### config.mk
export PLATFORM = sky130hd
export DESIGN_NAME = video_frame_reader
export DESIGN_NICKNAME = d
export VERILOG_FILES = /design/src/rtl/video_frame_reader.sv
export SDC_FILE = /design/constraint.sdc
export NUM_CORES = 1
export LEC_CHECK = 0
export ABC_CLOCK_PERIOD_IN_PS = 2100
export BUFFER_PORTS_ARGS = -buffer_cell sky130_fd_sc_hd__buf_2
export CAP_MARGIN = 40
export CORE_UTILIZATION = 45
export CTS_CLUSTER_DIAMETER = 30
export CTS_CLUSTER_SIZE = 16
export DETAILED_ROUTE_END_ITERATION = 6
export PLACE_DENSITY = 0.73
export SYNTH_ARGS = -nofsm -noshare
export SYNTH_HDL_FRONTEND = slang
export SYNTH_SLANG_ARGS = --single-unit
### constraint.sdc
create_clock -name clk -period 2.1 [get_ports clk]
set_input_delay 0.42 -clock clk [delete_from_list [all_inputs] [get_ports clk]]
set_output_delay 0.42 -clock clk [all_outputs]
set_load 0.01 [all_outputs]
### src/rtl/video_frame_reader.sv
// Wishbone burst read master feeding 8-bit pixels into the video FIFO.
// Supports line stride, queued frames and software abort.
module video_frame_reader #(
  parameter int P_WIDTH     = 640,
  parameter int P_HEIGHT    = 480,
  parameter int P_STRIDE    = 640,
  parameter int BURST_WORDS = 4,
  parameter int INT_CYCLES  = 4
) (
  input  logic        clk,
  input  logic        nRST,
  input  logic [31:0] wb_reg_data,
  input  logic [31:0] wb_reg_ctr,
  output logic        busy,
  output logic        interrupt,
  input  logic [31:0] p_wb_DAT_I,
  input  logic        p_wb_ACK_I,
  output logic        p_wb_STB_O,
  output logic        p_wb_CYC_O,
  output logic        p_wb_LOCK_O,
  output logic [3:0]  p_wb_SEL_O,
  output logic        p_wb_WE_O,
  output logic [31:0] p_wb_ADR_O,
  input  logic        full,
  output logic        w_e,
  output logic [7:0]  pixel_out
);

  localparam int BB  = 32 * BURST_WORDS;
  localparam int LW  = $clog2(P_HEIGHT + 1);
  localparam int CW  = $clog2(P_WIDTH + 1);
  localparam int WCW = (BURST_WORDS > 1) ? $clog2(BURST_WORDS) : 1;
  localparam int BCW = $clog2(4 * BURST_WORDS);
  localparam int ICW = (INT_CYCLES > 1) ? $clog2(INT_CYCLES) : 1;

  localparam logic [1:0] S_IDLE  = 2'd0;
  localparam logic [1:0] S_READ  = 2'd1;
  localparam logic [1:0] S_DRAIN = 2'd2;
  localparam logic [1:0] S_DONE  = 2'd3;

  logic [1:0]     r_state;
  logic           r_ctr0;
  logic           r_pend;
  logic [31:0]    r_shadow;
  logic [31:0]    r_adr;
  logic [31:0]    r_lbase;
  logic [LW-1:0]  r_line;
  logic [CW-1:0]  r_col;
  logic [WCW-1:0] r_wcnt;
  logic [BCW-1:0] r_bcnt;
  logic [ICW-1:0] r_icnt;
  logic [BB-1:0]  r_buf;

  logic           w_start;
  logic           w_abort;
  logic [31:0]    w_base;
  logic           w_pend;
  logic [31:0]    w_ld;
  logic [BB-1:0]  w_dat;
  logic           w_lastw;
  logic           w_lastb;
  logic           w_eol;
  logic           w_icend;
  logic           w_load;
  logic           w_unused;

  // Control decode: start edge, abort, end-of-packet and load conditions
  always_comb begin
    w_start  = wb_reg_ctr[0] & ~r_ctr0;
    w_abort  = wb_reg_ctr[1] & (r_state != S_IDLE);
    w_base   = {wb_reg_data[31:2], 2'b00};
    w_pend   = r_pend | w_start;
    w_ld     = w_start ? w_base : r_shadow;
    w_dat    = '0;
    w_dat[31:0] = p_wb_DAT_I;
    w_lastw  = r_wcnt == WCW'(BURST_WORDS - 1);
    w_lastb  = r_bcnt == BCW'(4 * BURST_WORDS - 1);
    w_eol    = r_col == CW'(P_WIDTH - 4);
    w_icend  = r_icnt == ICW'(INT_CYCLES - 1);
    w_load   = ~w_abort &
               (((r_state == S_IDLE) & w_start & ~wb_reg_ctr[1]) |
                ((r_state == S_DONE) & w_icend & w_pend));
    w_unused = ^{wb_reg_ctr[31:2], wb_reg_data[1:0]};
  end

  // Frame FSM, address walk, packet buffer and pending-start tracking
  always_ff @(posedge clk) begin
    if (!nRST) begin
      r_state  <= S_IDLE;
      r_ctr0   <= 1'b0;
      r_pend   <= 1'b0;
      r_shadow <= '0;
      r_adr    <= '0;
      r_lbase  <= '0;
      r_line   <= '0;
      r_col    <= '0;
      r_wcnt   <= '0;
      r_bcnt   <= '0;
      r_icnt   <= '0;
      r_buf    <= '0;
    end else begin
      r_ctr0 <= wb_reg_ctr[0];
      if (w_abort) begin
        r_state <= S_IDLE;
        r_pend  <= 1'b0;
        r_wcnt  <= '0;
        r_bcnt  <= '0;
        r_icnt  <= '0;
      end else begin
        if (w_start && r_state != S_IDLE) begin
          r_shadow <= w_base;
          r_pend   <= 1'b1;
        end
        unique case (r_state)
          S_IDLE: ;
          S_READ: begin
            if (p_wb_ACK_I) begin
              r_buf <= (r_buf << 32) | w_dat;
              if (w_eol) begin
                r_col   <= '0;
                r_line  <= r_line + LW'(1);
                r_lbase <= r_lbase + 32'(P_STRIDE);
                r_adr   <= r_lbase + 32'(P_STRIDE);
              end else begin
                r_col <= r_col + CW'(4);
                r_adr <= r_adr + 32'd4;
              end
              if (w_lastw) begin
                r_wcnt  <= '0;
                r_state <= S_DRAIN;
              end else begin
                r_wcnt <= r_wcnt + WCW'(1);
              end
            end
          end
          S_DRAIN: begin
            if (!full) begin
              r_buf <= r_buf << 8;
              if (w_lastb) begin
                r_bcnt  <= '0;
                r_state <= (r_line == LW'(P_HEIGHT)) ? S_DONE : S_READ;
              end else begin
                r_bcnt <= r_bcnt + BCW'(1);
              end
            end
          end
          S_DONE: begin
            if (w_icend) begin
              r_icnt  <= '0;
              r_pend  <= 1'b0;
              r_state <= S_IDLE;
            end else begin
              r_icnt <= r_icnt + ICW'(1);
            end
          end
          default: r_state <= S_IDLE;
        endcase
        if (w_load) begin
          r_state <= S_READ;
          r_adr   <= w_ld;
          r_lbase <= w_ld;
          r_line  <= '0;
          r_col   <= '0;
          r_wcnt  <= '0;
          r_bcnt  <= '0;
        end
      end
    end
  end

  assign busy        = r_state != S_IDLE;
  assign interrupt   = r_state == S_DONE;
  assign p_wb_STB_O  = r_state == S_READ;
  assign p_wb_CYC_O  = r_state == S_READ;
  assign p_wb_LOCK_O = 1'b0;
  assign p_wb_SEL_O  = 4'hF;
  assign p_wb_WE_O   = 1'b0;
  assign p_wb_ADR_O  = r_adr;
  assign w_e         = (r_state == S_DRAIN) & ~full;
  assign pixel_out   = (r_state == S_DRAIN) ? r_buf[BB-1 -: 8] : 8'h00;

endmodule
==> impl_results.md <==
* Status: complete, no violations
* Vias per Instance at 5.65
* Storage cell area at 4980 um2
* H-Tree Depth at 2
* Ys flop type: dfxtp_1
* Most frequent cells in the layout: nand2_1, dfxtp_1, nor2_1
* Leading area contributor after synthesis: dfxtp_1
* Initial antenna violation count at 0
* Clock Power Share at 58.4%
* CTS Buf Count at 56
* Gate count of the mapped netlist at 1550
* Final Hold Violating Endpoints at 0
* Hpwl dp at 21800 um
* Number of global-route vias before repair at 10900
* Final worst path period need at 2.06 ns
* Hold-fix buffers, CTS at 0
* Ranking of synthesized cells by area: dfxtp_1, nand2_1, a311oi_1
* P per Cell Area at 946 nW/um2
* Chip height at 164 um
* Hold_ws at 0.126 ns
* Clock slew at reported path FFs at 0.05 ns
* Rel. slew slack at 64.4%
* IO Pins at 151
* Share of cells above drive strength 1 at 22.1%
* CTS Root Cell: clkbuf_16
* Grt ovf at 0
* Clk_lat worst skew at 0.55 ns
* Clock buffer depth at 3
* Die X at 164 um
* FILL cells at 2212
* Die Area at 26900 um2
* Commonest non-fill, non-tap cell in the layout: nand2_1
* Worst Tran Pin Value at 0.533 ns
* 1st-pass router iterations at 5
* Worst EP required at 2.57 ns
* Final ANT Viol Nets at 0
* Critical path type: reg -> reg
* First-pass GRT wire length at 53400 um
* Layout Area Growth over Synthesis at 30.7%
* Maximum fanout along the worst path at 7
* Leakage power at 5.62 nW
* Int Pwr at 0.0112 W
* Setup TNS at 0 ns
* EDFF count, synth at 0
* Slew Viols, Final at 0
* Worst clock skew at 0.0169 ns
* Distinct cells, synth at 65
* Largest net degree at the start of global routing at 131
* GRT Overall Usage at 24.3%
* Net Sw Frac at 23.7%
* Yosys warns at 0
* Core Area at 25500 um2
* Part of the power in registers at 34.4%
* Initial DRC count at 1126
* Hold WC Path Type: in -> reg
* Routed len/inst at 15.8 um
* Multi-input logic area at 6470 um2
* Row count at 58
* DRC at 0
* Flops & latches, synth at 248
* Max Cap Viol at 0
* Total routed wirelength at 33100 um
* Nets at 1831
* Worst r2r src: r_icnt[0]
* Async S/R FF share, synth at 0%
* Starting density of the core at 46.4%
* Pwr Total at 0.0146 W
* CTS sink cnt at 248
* Via count at 11800
* Sw power at 0.00347 W
* Seq/Total Area, Yosys at 42.0%
* Fin crit share at 98.0%
* Critical Path Start: r_icnt[0]
* Comb power frac at 7.2%
* Synth top area share at 42.0%
* Upper clock frequency limit at 0.486 GHz
* Crit path DAT at 2.53 ns
* CTS tree: built
* Final setup viols at 0
* PortBufs at 112
* Post-Syn Area per Cell at 7.63 um2
* Worst reg2reg setup slack at 0.04 ns
* Global placement routability congestion at 0.931
* Peak supply drop at 0.611 mV
* Mapped Area at 11800 um2
* Hold Startpoint: wb_reg_data[18]
* Worst setup EP type: register
* # diodes at 0
* CP Launch Type: register
* RSZ-0062 raised after global routing: true
## path summary, 6_finish.rpt
path | to | cells after the start
worst max-delay path | r_line[7] | 9
worst min-delay path | r_shadow[18] | 3
worst max register to register | r_line[7] | 9
worst min register to register | r_shadow[5] | 2
## registers in the layout, summed over array words and instances (netlist names)
signal and flops:
r_icnt 2, p_wb_ADR_O 31, r_pend 1, r_wcnt 2
r_bcnt 4, r_shadow 30, r_lbase 30, r_state 2
r_ctr0 1, r_line 9, r_col 8, r_buf 128
## kinds of logic after synthesis
kind of cell	Yosys count	share of synthesized area, %
other	2	0.0635
flip-flops	248	42.0
XOR/XNOR	41	3.04
multiplexers	15	1.32
buffers and inverters	139	5.00
adder cells (fa/ha/maj)	9	0.952
AND/OR/NAND/NOR	774	28.1
AO/OA/AOI/OAI	322	19.5
## Yosys cell counts (6+ instances only)
cell      number
o21a_1         9
o21ai_1        6
inv_1         14
ha_1           9
xnor2_1       20
nand3_1       35
xor2_1        21
nand4_1       25
o21ai_0       23
or3_1          8
nor2_1       232
a31oi_1       10
and3_1         8
a21oi_1       95
buf_4          8
nand2_1      389
dfxtp_1      248
nor3_1        26
o31ai_1        6
and2_1        12
nand2b_1       6
mux2i_1       10
a211oi_1       6
buf_2         31
o221ai_1       7
a311oi_1     127
clkbuf_1      80
## worst max-delay path: stages (launching register included)
cell and delay, ns:
dfxtp_2 0.34, ha_4 0.16, and3_1 0.22, o221ai_2 0.13, buf_4 0.20, nand2_1 0.09, buf_4 0.13, nand4_1 0.17
or3_1 0.40, a21oi_1 0.14
## per-layer routing
layer / vias to the layer above / track usage, % / routed length (um)
met5: - / 0 / 0
met2: 431 / 35.8 / 14300
met4: 0 / 8.25 / 744
met1: 5512 / 35.4 / 15600
met3: 77 / 4.47 / 2500
li1: 5814 / - / -
## power groups by stage
stage / Combinational (W) / Clock, W / Sequential [W]
detailed placement: 0.00103 / 0 / 0.00511
finish: 0.00106 / 0.00853 / 0.00503
CTS: 0.00104 / 0.00862 / 0.00502
global route: 0.00116 / 0.00890 / 0.00505
floorplan: 0.000575 / 0 / 0.00512
global placement: 0.00101 / 0 / 0.00510
## metrics by stage
| stage | worst slack [ns] | instances | utilization (%) | area, um2 |
|---|---|---|---|---|
| 3_5_place_dp | -0.126 | 1987 | 52.4 | 13300 |
| 5_1_grt | -0.0332 | 2096 | 60.7 | 15500 |
| 3_3_place_gp | -0.132 | 1987 | 52.4 | 13300 |
| 4_1_cts | 0.00429 | 2094 | 60.0 | 15300 |
| 2_1_floorplan | 0.0567 | 1554 | - | 11800 |
| 6_report | 0.0412 | 2096 | 60.7 | 15500 |
## cell type report
cell class | count | area share (%)
Sequential cell | 248 | 32.2
Clock buffer | 66 | 9.71
Tap cell | 330 | 2.67
Multi-Input combinational cell | 1167 | 41.9
Clock inverter | 36 | 2.46
Timing Repair Buffer | 234 | 10.7
Inverter | 15 | 0.381
## repair_timing
| action | CTS | global route |
|---|---|---|
| pin swaps | 0 | 6 |
| setup buffers | 5 | 2 |
| endpoints found under the setup margin | 15 | 52 |
| gates resized for setup | 7 | 36 |
(Power assumes the default switching activity.)
